[src/rtl/pop_count_seq.sv]
// pop_count_seq: sequential 128-bit population count.
// A word is reduced in seven SWAR steps. Each step adds the working register
// to a copy of itself shifted right by 2^k, under mask M_k. An external
// combinational shift stage does the shifting, requested through a one-hot command.
// Optional feature macro: POP_COUNT_ACCUM_EN adds a saturating 16-bit running
// sum of delivered counts. Without it, o_accum reads zero.
module pop_count_seq (
  input  logic         i_clk,
  input  logic         i_reset_n,
  input  logic         i_valid,
  input  logic [127:0] i_data,
  output logic         o_ready,
  output logic [6:0]   o_shift_command,
  input  logic [127:0] i_shifted_data,
  output logic [127:0] o_work,
  output logic         o_valid,
  output logic [7:0]   o_count,
  input  logic         i_ready,
  input  logic         i_accum_clr,
  output logic [15:0]  o_accum
);

  typedef enum logic [1:0] {StIdle, StRun, StDone} state_e;

  state_e         state_q, state_d;
  logic [2:0]     k_q, k_d;
  logic [127:0]   work_q, work_d;
  logic [127:0]   mask;

  // Field mask for reduction step k; fields double in width each step.
  function automatic logic [127:0] step_mask(input logic [2:0] k);
    logic [127:0] m;
    case (k)
      3'd0:    m = {64{2'b01}};
      3'd1:    m = {32{4'b0011}};
      3'd2:    m = {16{8'h0F}};
      3'd3:    m = {8{16'h00FF}};
      3'd4:    m = {4{32'h0000_FFFF}};
      3'd5:    m = {2{64'h0000_0000_FFFF_FFFF}};
      3'd6:    m = {64'h0, {64{1'b1}}};
      default: m = '0;
    endcase
    return m;
  endfunction

  assign mask = step_mask(k_q);

  // State, step counter and working register.
  always_ff @(posedge i_clk) begin
    if (!i_reset_n) begin
      state_q <= StIdle;
      k_q     <= 3'd0;
      work_q  <= '0;
    end else begin
      state_q <= state_d;
      k_q     <= k_d;
      work_q  <= work_d;
    end
  end

  // Next-state, reduction datapath and handshake outputs.
  always_comb begin
    state_d         = state_q;
    k_d             = k_q;
    work_d          = work_q;
    o_ready         = 1'b0;
    o_valid         = 1'b0;
    o_shift_command = 7'd0;
    case (state_q)
      StIdle: begin
        o_ready = 1'b1;
        if (i_valid) begin
          work_d  = i_data;
          k_d     = 3'd0;
          state_d = StRun;
        end
      end
      StRun: begin
        o_shift_command = 7'd1 << k_q;
        // Field sums never overflow their field, so a full-width add is exact.
        work_d = (work_q & mask) + (i_shifted_data & mask);
        if (k_q == 3'd6) begin
          state_d = StDone;
        end else begin
          k_d = k_q + 3'd1;
        end
      end
      StDone: begin
        o_valid = 1'b1;
        if (i_ready) begin
          state_d = StIdle;
        end
      end
      default: state_d = StIdle;
    endcase
  end

  assign o_work  = work_q;
  assign o_count = work_q[7:0];

`ifdef POP_COUNT_ACCUM_EN
  logic [15:0] accum_q, accum_d;
  logic [16:0] accum_sum;
  logic        handshake;

  assign handshake = o_valid & i_ready;
  assign accum_sum = {1'b0, accum_q} + {9'd0, o_count};

  // Running sum: clear takes effect before a coincident add.
  always_comb begin
    accum_d = accum_q;
    if (handshake) begin
      if (i_accum_clr) begin
        accum_d = {8'd0, o_count};
      end else begin
        accum_d = accum_sum[16] ? 16'hFFFF : accum_sum[15:0];
      end
    end else if (i_accum_clr) begin
      accum_d = 16'd0;
    end
  end

  // Accumulator register.
  always_ff @(posedge i_clk) begin
    if (!i_reset_n) begin
      accum_q <= 16'd0;
    end else begin
      accum_q <= accum_d;
    end
  end

  assign o_accum = accum_q;
`else
  logic unused_accum_clr;
  assign unused_accum_clr = i_accum_clr;
  assign o_accum          = 16'h0000;
`endif

endmodule

[config.mk]
export PLATFORM = sky130hd
export DESIGN_NAME = pop_count_seq
export DESIGN_NICKNAME = d
export VERILOG_FILES = /design/src/rtl/pop_count_seq.sv
export SDC_FILE = /design/constraint.sdc
export NUM_CORES = 1
export LEC_CHECK = 0
export CAP_MARGIN = 20
export CORE_MARGIN = 2
export CORE_UTILIZATION = 40
export DETAILED_ROUTE_END_ITERATION = 7
export PLACE_DENSITY = 0.67
export REMOVE_ABC_BUFFERS = 1
export SLEW_MARGIN = 20
export SYNTH_ARGS = -nofsm -noshare
export SYNTH_HDL_FRONTEND = slang
export SYNTH_SLANG_ARGS = --single-unit
[constraint.sdc]
create_clock -name i_clk -period 15.9 [get_ports i_clk]
set_input_delay 3.18 -clock i_clk [delete_from_list [all_inputs] [get_ports i_clk]]
set_output_delay 3.18 -clock i_clk [all_outputs]
set_load 0.02 [all_outputs]
==> metrics.cfg, run 1 <==
[run_status]
outcome=finished, final reports clean

[power]
leakagePower_nw=8.82
p_switching_mw=0.544
p_per_area_nw_per_um2=69.7
pwr-share-comb=0.383
switching_share=0.364
clockPowerShare=0.350
seq_power_share=0.266
power_report.internal_total_mw=0.951
peakVddDrop_uv=75.4

[sta]
drv_slew=0
tightest_slew_ns=1.16
timing.final.crit_share=0.510
max_freq_ghz=0.123
setup_violations=0
finalHoldViolCount=0
fin_skew_ns=0.0126
tns_ns=0
rsz0062_at_grt=false
slew_headroom=0.229
finalCriticalPeriod_ns=8.11

[die]
core_sq_um=40800
dieArea_sq_um=43000
io-pin-count=422
die_y_um=207
start_util=0.405
rows=74
die_x_um=207

[route]
vias_per_cell=6.14
vias=19600
wl_um=78800
drc=0
wl_per_cell_um=24.7
dr.first_iter.drc_count=1779
firstDrtPassIters=6
ant_nets=0

[global_routing]
antenna_found_initial=3
grtUsageTotal=0.353
overflow=0
grt_max_degree=78
grt_pass1_wl_um=117000
grt_pass1_vias=18800

[finish]
utilization=0.525
drive_above_1_share=0.0361
stdcell_count=3188
area_growth_pct=29.8
finish.instance_area_sq_um=21400
antennaDiodeCount=0
nets=3042

[placement]
portBuffers=403
dp_hpwl_um=62800
placed_cells=3156
placed_cell_area_sq_um=20700
gp_congestion=0.991

[critical_path]
path_buf_inv=4
crit_chain=inv_1, ha_1, buf_4, nand2_1, nand2_1, nor2_1, buf_4, nor2b_1, buf_4, nor2_2, a21boi_0, ha_1, and2_1, a21bo_2, a211oi_1, nand4_1, a31oi_1, nor2_1, o21ai_1, a21boi_0, o221ai_1, a21oi_1, o2111ai_1, and3_1
worstSetupStartpointType=flop
arrival_ns=8.51
cp_max_fo=22
end_kind=flop
rr_worst_depth=24
critPathMaxStageDelay_ns=0.81
cp_top_family=compound AO/OA/AOI/OAI gates
path_depth=24
critPathKind=reg2reg
cp_slowest_cell=nor2_2
cp.required_ns=16.30
crit_path_frequent_cell=buf_4

[clock_network]
cts_inserted_buffers=17
post_cts_resized=0
hold_buffers=0
clk-insertion-delay-late_ns=0.46
clock_sinks=133
clock-root-buffer=clkbuf_16
cts_tree=yes
clock_path_buffers=2
postCtsSetupBuffers=0
clkTransAtPathRegs_ns=0.07
htreeDepth=4

[synthesis]
ys_top_cells_by_area=dfxtp_1 16%, ha_1 10%, nand2_1 7.8%, a21oi_1 6.5%, nor2_1 4.7%
synth_edf_count=0
synth_top_area_frac=0.161
synth_ff_type=dfxtp_1
synth.distinct_cells=75
ys_seq_elements=133
ys_seq_area_frac=0.161
syn_avg_cell_area_sq_um=6.98
synthArstFlopShare=0
synth_top_area_cell=dfxtp_1
ys_warn_count=0
synth_area_sq_um=16500
syn-instance-count=2369

[worst_hold_path]
min_path_type=reg2reg
holdPathStages=2

[job]
maxCapViolCount=0

## tightest hold or removal path: stages (launching register included)
cell and delay (ns):
dfxtp_1 0.32, nand2_1 0.05, a311oi_1 0.07
## Yosys cell counts, drive strengths merged, types with 4 or more instances
| cell | count |
|---|---|
| mux2i | 36 |
| nand2b | 5 |
| or2 | 5 |
| nor3b | 10 |
| a221oi | 15 |
| a311oi | 67 |
| and2 | 74 |
| or3 | 7 |
| o41ai | 5 |
| o21ai | 119 |
| o31a | 6 |
| ha | 133 |
| o21bai | 35 |
| o21a | 54 |
| nor4 | 9 |
| inv | 45 |
| nand2 | 345 |
| dfxtp | 133 |
| o211ai | 6 |
| nor2b | 56 |
| o221ai | 5 |
| fa | 5 |
| a21o | 87 |
| a21boi | 93 |
| o22ai | 40 |
| a2111oi | 4 |
| nor3 | 27 |
| o211a | 4 |
| xnor2 | 69 |
| nand3 | 26 |
| clkbuf | 160 |
| and4 | 12 |
| o31ai | 12 |
| nor2 | 205 |
| a211oi | 15 |
| nand4 | 68 |
| a211o | 5 |
| and3 | 27 |
| buf | 30 |
| a21oi | 216 |
| a31oi | 19 |
| xor2 | 52 |
## state kept, by name, indices dropped and copies added, names as in the netlist
name	flops
k_q	3
o_work	128
state_q	2
## path summary, 6_finish.rpt
path              slack (ns)                        to               startpoint
setup reg to reg        7.79  o_work[101]$_SDFFE_PN0P_      k_q[0]$_SDFFE_PN0P_
hold / removal          0.50   o_work[41]$_SDFFE_PN0P_  o_work[41]$_SDFFE_PN0P_
hold reg to reg         0.50   o_work[41]$_SDFFE_PN0P_  o_work[41]$_SDFFE_PN0P_
setup / recovery        7.79  o_work[101]$_SDFFE_PN0P_      k_q[0]$_SDFFE_PN0P_
## kinds of logic after synthesis
logic type	Yosys count	synth area share
xor gates and xnor gates	121	0.0641
AOI/OAI and AO/OA	823	0.337
buffers and inverters	237	0.0595
muxes	37	0.0225
other	1	0.000227
DFF	133	0.161
and+or+nand+nor	879	0.249
adders and majority gates	138	0.107
## placed cells by master (no fill, tap or decap), types with 55 or more instances in the layout
cell type,instances
nand4_1,68
clkdlybuf4s50_1,403
a21o_1,87
and2_1,74
a21boi_0,90
nand2_1,342
xnor2_1,69
ha_1,133
nor2_1,203
nor2b_1,55
a311oi_1,67
o21ai_0,105
a21oi_1,214
dfxtp_1,133
## metal layers
metal | part of all wire | GRT usage | up-vias
met2 | 0.45 | 0.571 | 948
met5 | 0 | 0 | -
li1 | - | - | 9111
met3 | 0.076 | 0.0519 | 157
met1 | 0.43 | 0.472 | 9362
met4 | 0.038 | 0.136 | 0
## power groups by stage
stage | sequential (mW) | clock, mW | combinational (mW)
floorplan | 0.430 | 0 | 0.283
global placement | 0.404 | 0 | 0.560
detailed placement | 0.404 | 0 | 0.562
CTS | 0.397 | 0.525 | 0.565
global route | 0.402 | 0.536 | 0.610
finish | 0.398 | 0.523 | 0.573
## through the flow
stage	setup slack (ns)	total power, mW	hold WS, ns
6_report	7.79	1.49	0.495
5_1_grt	7.34	1.55	0.524
2_1_floorplan	7.07	0.713	0.564
3_3_place_gp	8.06	0.963	0.480
3_5_place_dp	8.03	0.966	0.483
4_1_cts	8.00	1.49	0.497
## layout make-up
| cell class | count | area, sq um |
|---|---|---|
| Fill cell | 4064 | 19400 |
| Multi-Input combinational cell | 2014 | 13000 |
| Timing Repair Buffer | 430 | 4240 |
| Sequential cell | 133 | 2660 |
| Tap cell | 532 | 666 |
| Clock buffer | 19 | 433 |
| Clock inverter | 13 | 300 |
| Inverter | 47 | 176 |
Power figures use the tool's default switching activity.
==> inputs of run 2 (changes only) <==
PLACE_DENSITY = 0.7   (was 0.67)
clock period = 7.4 ns   (was 15.9 ns; I/O delays follow)
==> metrics.cfg, run 2 (synthesis gave the netlist of run 1 again) <==
[sta]
worst_slack_ns=0.516  ; -7.27 ns
rsz0062_at_grt=false
fin_skew_ns=0.0125  ; -0.000121 ns
tightest_slew_ns=1.11  ; -0.0501 ns
finalCriticalPeriod_ns=6.88  ; -1.23 ns
slew_headroom=0.262  ; +0.0334
max_freq_ghz=0.145  ; +18%
tns_ns=0  ; unchanged
setup_violations=0  ; unchanged
finalHoldViolCount=0  ; unchanged
timing.final.crit_share=0.930  ; +0.420
drv_slew=0  ; unchanged

[global_routing]
grt_max_degree=59  ; -24%
grt_pass1_wl_um=116000  ; -0.40%
overflow=0  ; unchanged
antenna_found_initial=4  ; +1
grt_pass1_vias=18700  ; -0.24%
grtUsageTotal=0.350  ; -0.00239

[clock_network]
cts_tree=yes
cts_inserted_buffers=17  ; unchanged
post_cts_resized=0  ; unchanged
clock-root-buffer=clkbuf_16
clock_sinks=133  ; unchanged
htreeDepth=4  ; unchanged
postCtsSetupBuffers=0  ; unchanged
clock_path_buffers=2  ; unchanged
hold_buffers=0  ; unchanged
clkTransAtPathRegs_ns=0.07  ; about the same
clk-insertion-delay-late_ns=0.46  ; about the same

[die]
die_x_um=207  ; unchanged
die_y_um=207  ; unchanged
core_sq_um=40800  ; unchanged
rows=74  ; unchanged
start_util=0.405  ; unchanged
dieArea_sq_um=43000  ; unchanged
io-pin-count=422  ; unchanged

[critical_path]
cp-startpoint=k_q[2]$_SDFFE_PN0P_
r2r_start=k_q[2]$_SDFFE_PN0P_
critPathKind=reg2reg
rr_worst_depth=19  ; -21%
end_kind=flop
cp.required_ns=7.70  ; -8.60 ns
cp_slowest_cell=dfxtp_1
arrival_ns=7.19  ; -1.32 ns
cp_max_fo=12  ; -45%
crit_chain=clkinv_1, nor2_1, o21ai_0, o21ai_2, nand2_1, o21a_1, ha_1, and4_1, nand2_1, nor4_1, nand3_1, o21ai_0, a211oi_1, a21oi_2, a21oi_2, o21ai_1, a221oi_1, xor2_1, o22ai_1
worstSetupStartpointType=flop
critPathMaxStageDelay_ns=0.74  ; -0.07 ns

[finish]
area_growth_pct=30.0
nets=3056  ; +0.46%
drive_above_1_share=0.0412  ; +0.00505
finish.instance_area_sq_um=21500  ; +0.22%
fillers=3991  ; -1.8%
layout_commonest_cell=clkdlybuf4s50_1
final_cell_mix=403 x clkdlybuf4s50_1, 342 x nand2_1, 214 x a21oi_1
largest_register_ffs=128  ; unchanged

[route]
vias=19600  ; -0.041%
wl_per_cell_um=24.3  ; -1.6%
vias_per_cell=6.10  ; -0.63%
ant_nets=0  ; unchanged
dr.first_iter.drc_count=1742  ; -2.1%
wl_um=78000  ; -1.0%
drc=0  ; unchanged
firstDrtPassIters=6  ; unchanged

[power]
clockPowerShare=0.327  ; -0.023
power_report.internal_total_mw=1.95  ; +110%
pwr-share-comb=0.398  ; +0.015
p_switching_mw=1.16  ; +110%
seq_power_share=0.275  ; +0.009
peakVddDrop_uv=145  ; +93%
p_per_area_nw_per_um2=145  ; +110%
switching_share=0.373  ; +0.00896
leakagePower_nw=8.86  ; +0.46%

[placement]
dp_hpwl_um=62800  ; about the same
portBuffers=403  ; unchanged
place_ws_ns=0.846  ; -7.19 ns
gp_congestion=0.983  ; -0.72%
placed_cell_area_sq_um=20800  ; +0.47%

[worst_hold_path]
min_path_type=reg2reg
holdPathStages=2  ; unchanged
hold_path.startpoint=o_work[60]$_SDFFE_PN0P_

[run_status]
outcome=finished, final reports clean

[job]
maxCapViolCount=0  ; unchanged

==> run 2: per-layer routing <==
metal / GRT usage / up-vias / share of wire
met3: 0.0508 / 150 / 0.074
met1: 0.459 / 9326 / 0.43
met4: 0.150 / 0 / 0.041
met5: 0 / - / 0
met2: 0.573 / 953 / 0.46
li1: - / 9141 / -
==> run 2: layout make-up <==
| type | count | area [sq um] | share of cell area |
|---|---|---|---|
| Multi-Input combinational cell | 2014 | 13000 | 0.603 |
| Sequential cell | 133 | 2660 | 0.124 |
| Clock buffer | 18 | 439 | 0.0204 |
| Clock inverter | 14 | 231 | 0.0108 |
| Timing Repair Buffer | 444 | 4340 | 0.202 |
| Antenna cell | 5 | 12.5 | 0.000582 |
| Inverter | 47 | 176 | 0.00821 |
| Tap cell | 532 | 666 | 0.0310 |
==> run 2: final timing paths <==
path / slack (ns) / endpoint
worst max register to register: 0.52 / o_work[124]$_SDFFE_PN0P_
worst min register to register: 0.49 / o_work[60]$_SDFFE_PN0P_
worst max-delay path: 0.52 / o_work[124]$_SDFFE_PN0P_
worst min-delay path: 0.49 / o_work[60]$_SDFFE_PN0P_
==> run 2: stage by stage <==
stage	util	hold WS (ns)	total power [mW]	std cells
floorplan	-	0.564	1.53	2194
global placement	0.510	0.482	2.08	3170
detailed placement	0.510	0.484	2.08	3170
CTS	0.526	0.492	3.10	3202
global route	0.526	0.517	3.23	3202
finish	0.526	0.492	3.11	3207
==> run 2: power groups by stage <==
| stage | registers (mW) | logic [mW] | clock network, mW |
|---|---|---|---|
| floorplan | 0.924 | 0.609 | 0 |
| global placement | 0.867 | 1.21 | 0 |
| detailed placement | 0.867 | 1.21 | 0 |
| CTS | 0.852 | 1.22 | 1.03 |
| global route | 0.860 | 1.32 | 1.05 |
| finish | 0.854 | 1.24 | 1.02 |
==> run 2: worst max-delay path, delay by kind of cell (launching register included) <==
| kind | cells | cell delay, ns |
|---|---|---|
| compound gates | 10 | 2.97 |
| xor+xnor | 1 | 0.17 |
| fa+ha+maj | 1 | 0.44 |
| buf+inv | 1 | 0.49 |
| flops | 1 | 0.74 |
| simple gates | 6 | 1.89 |
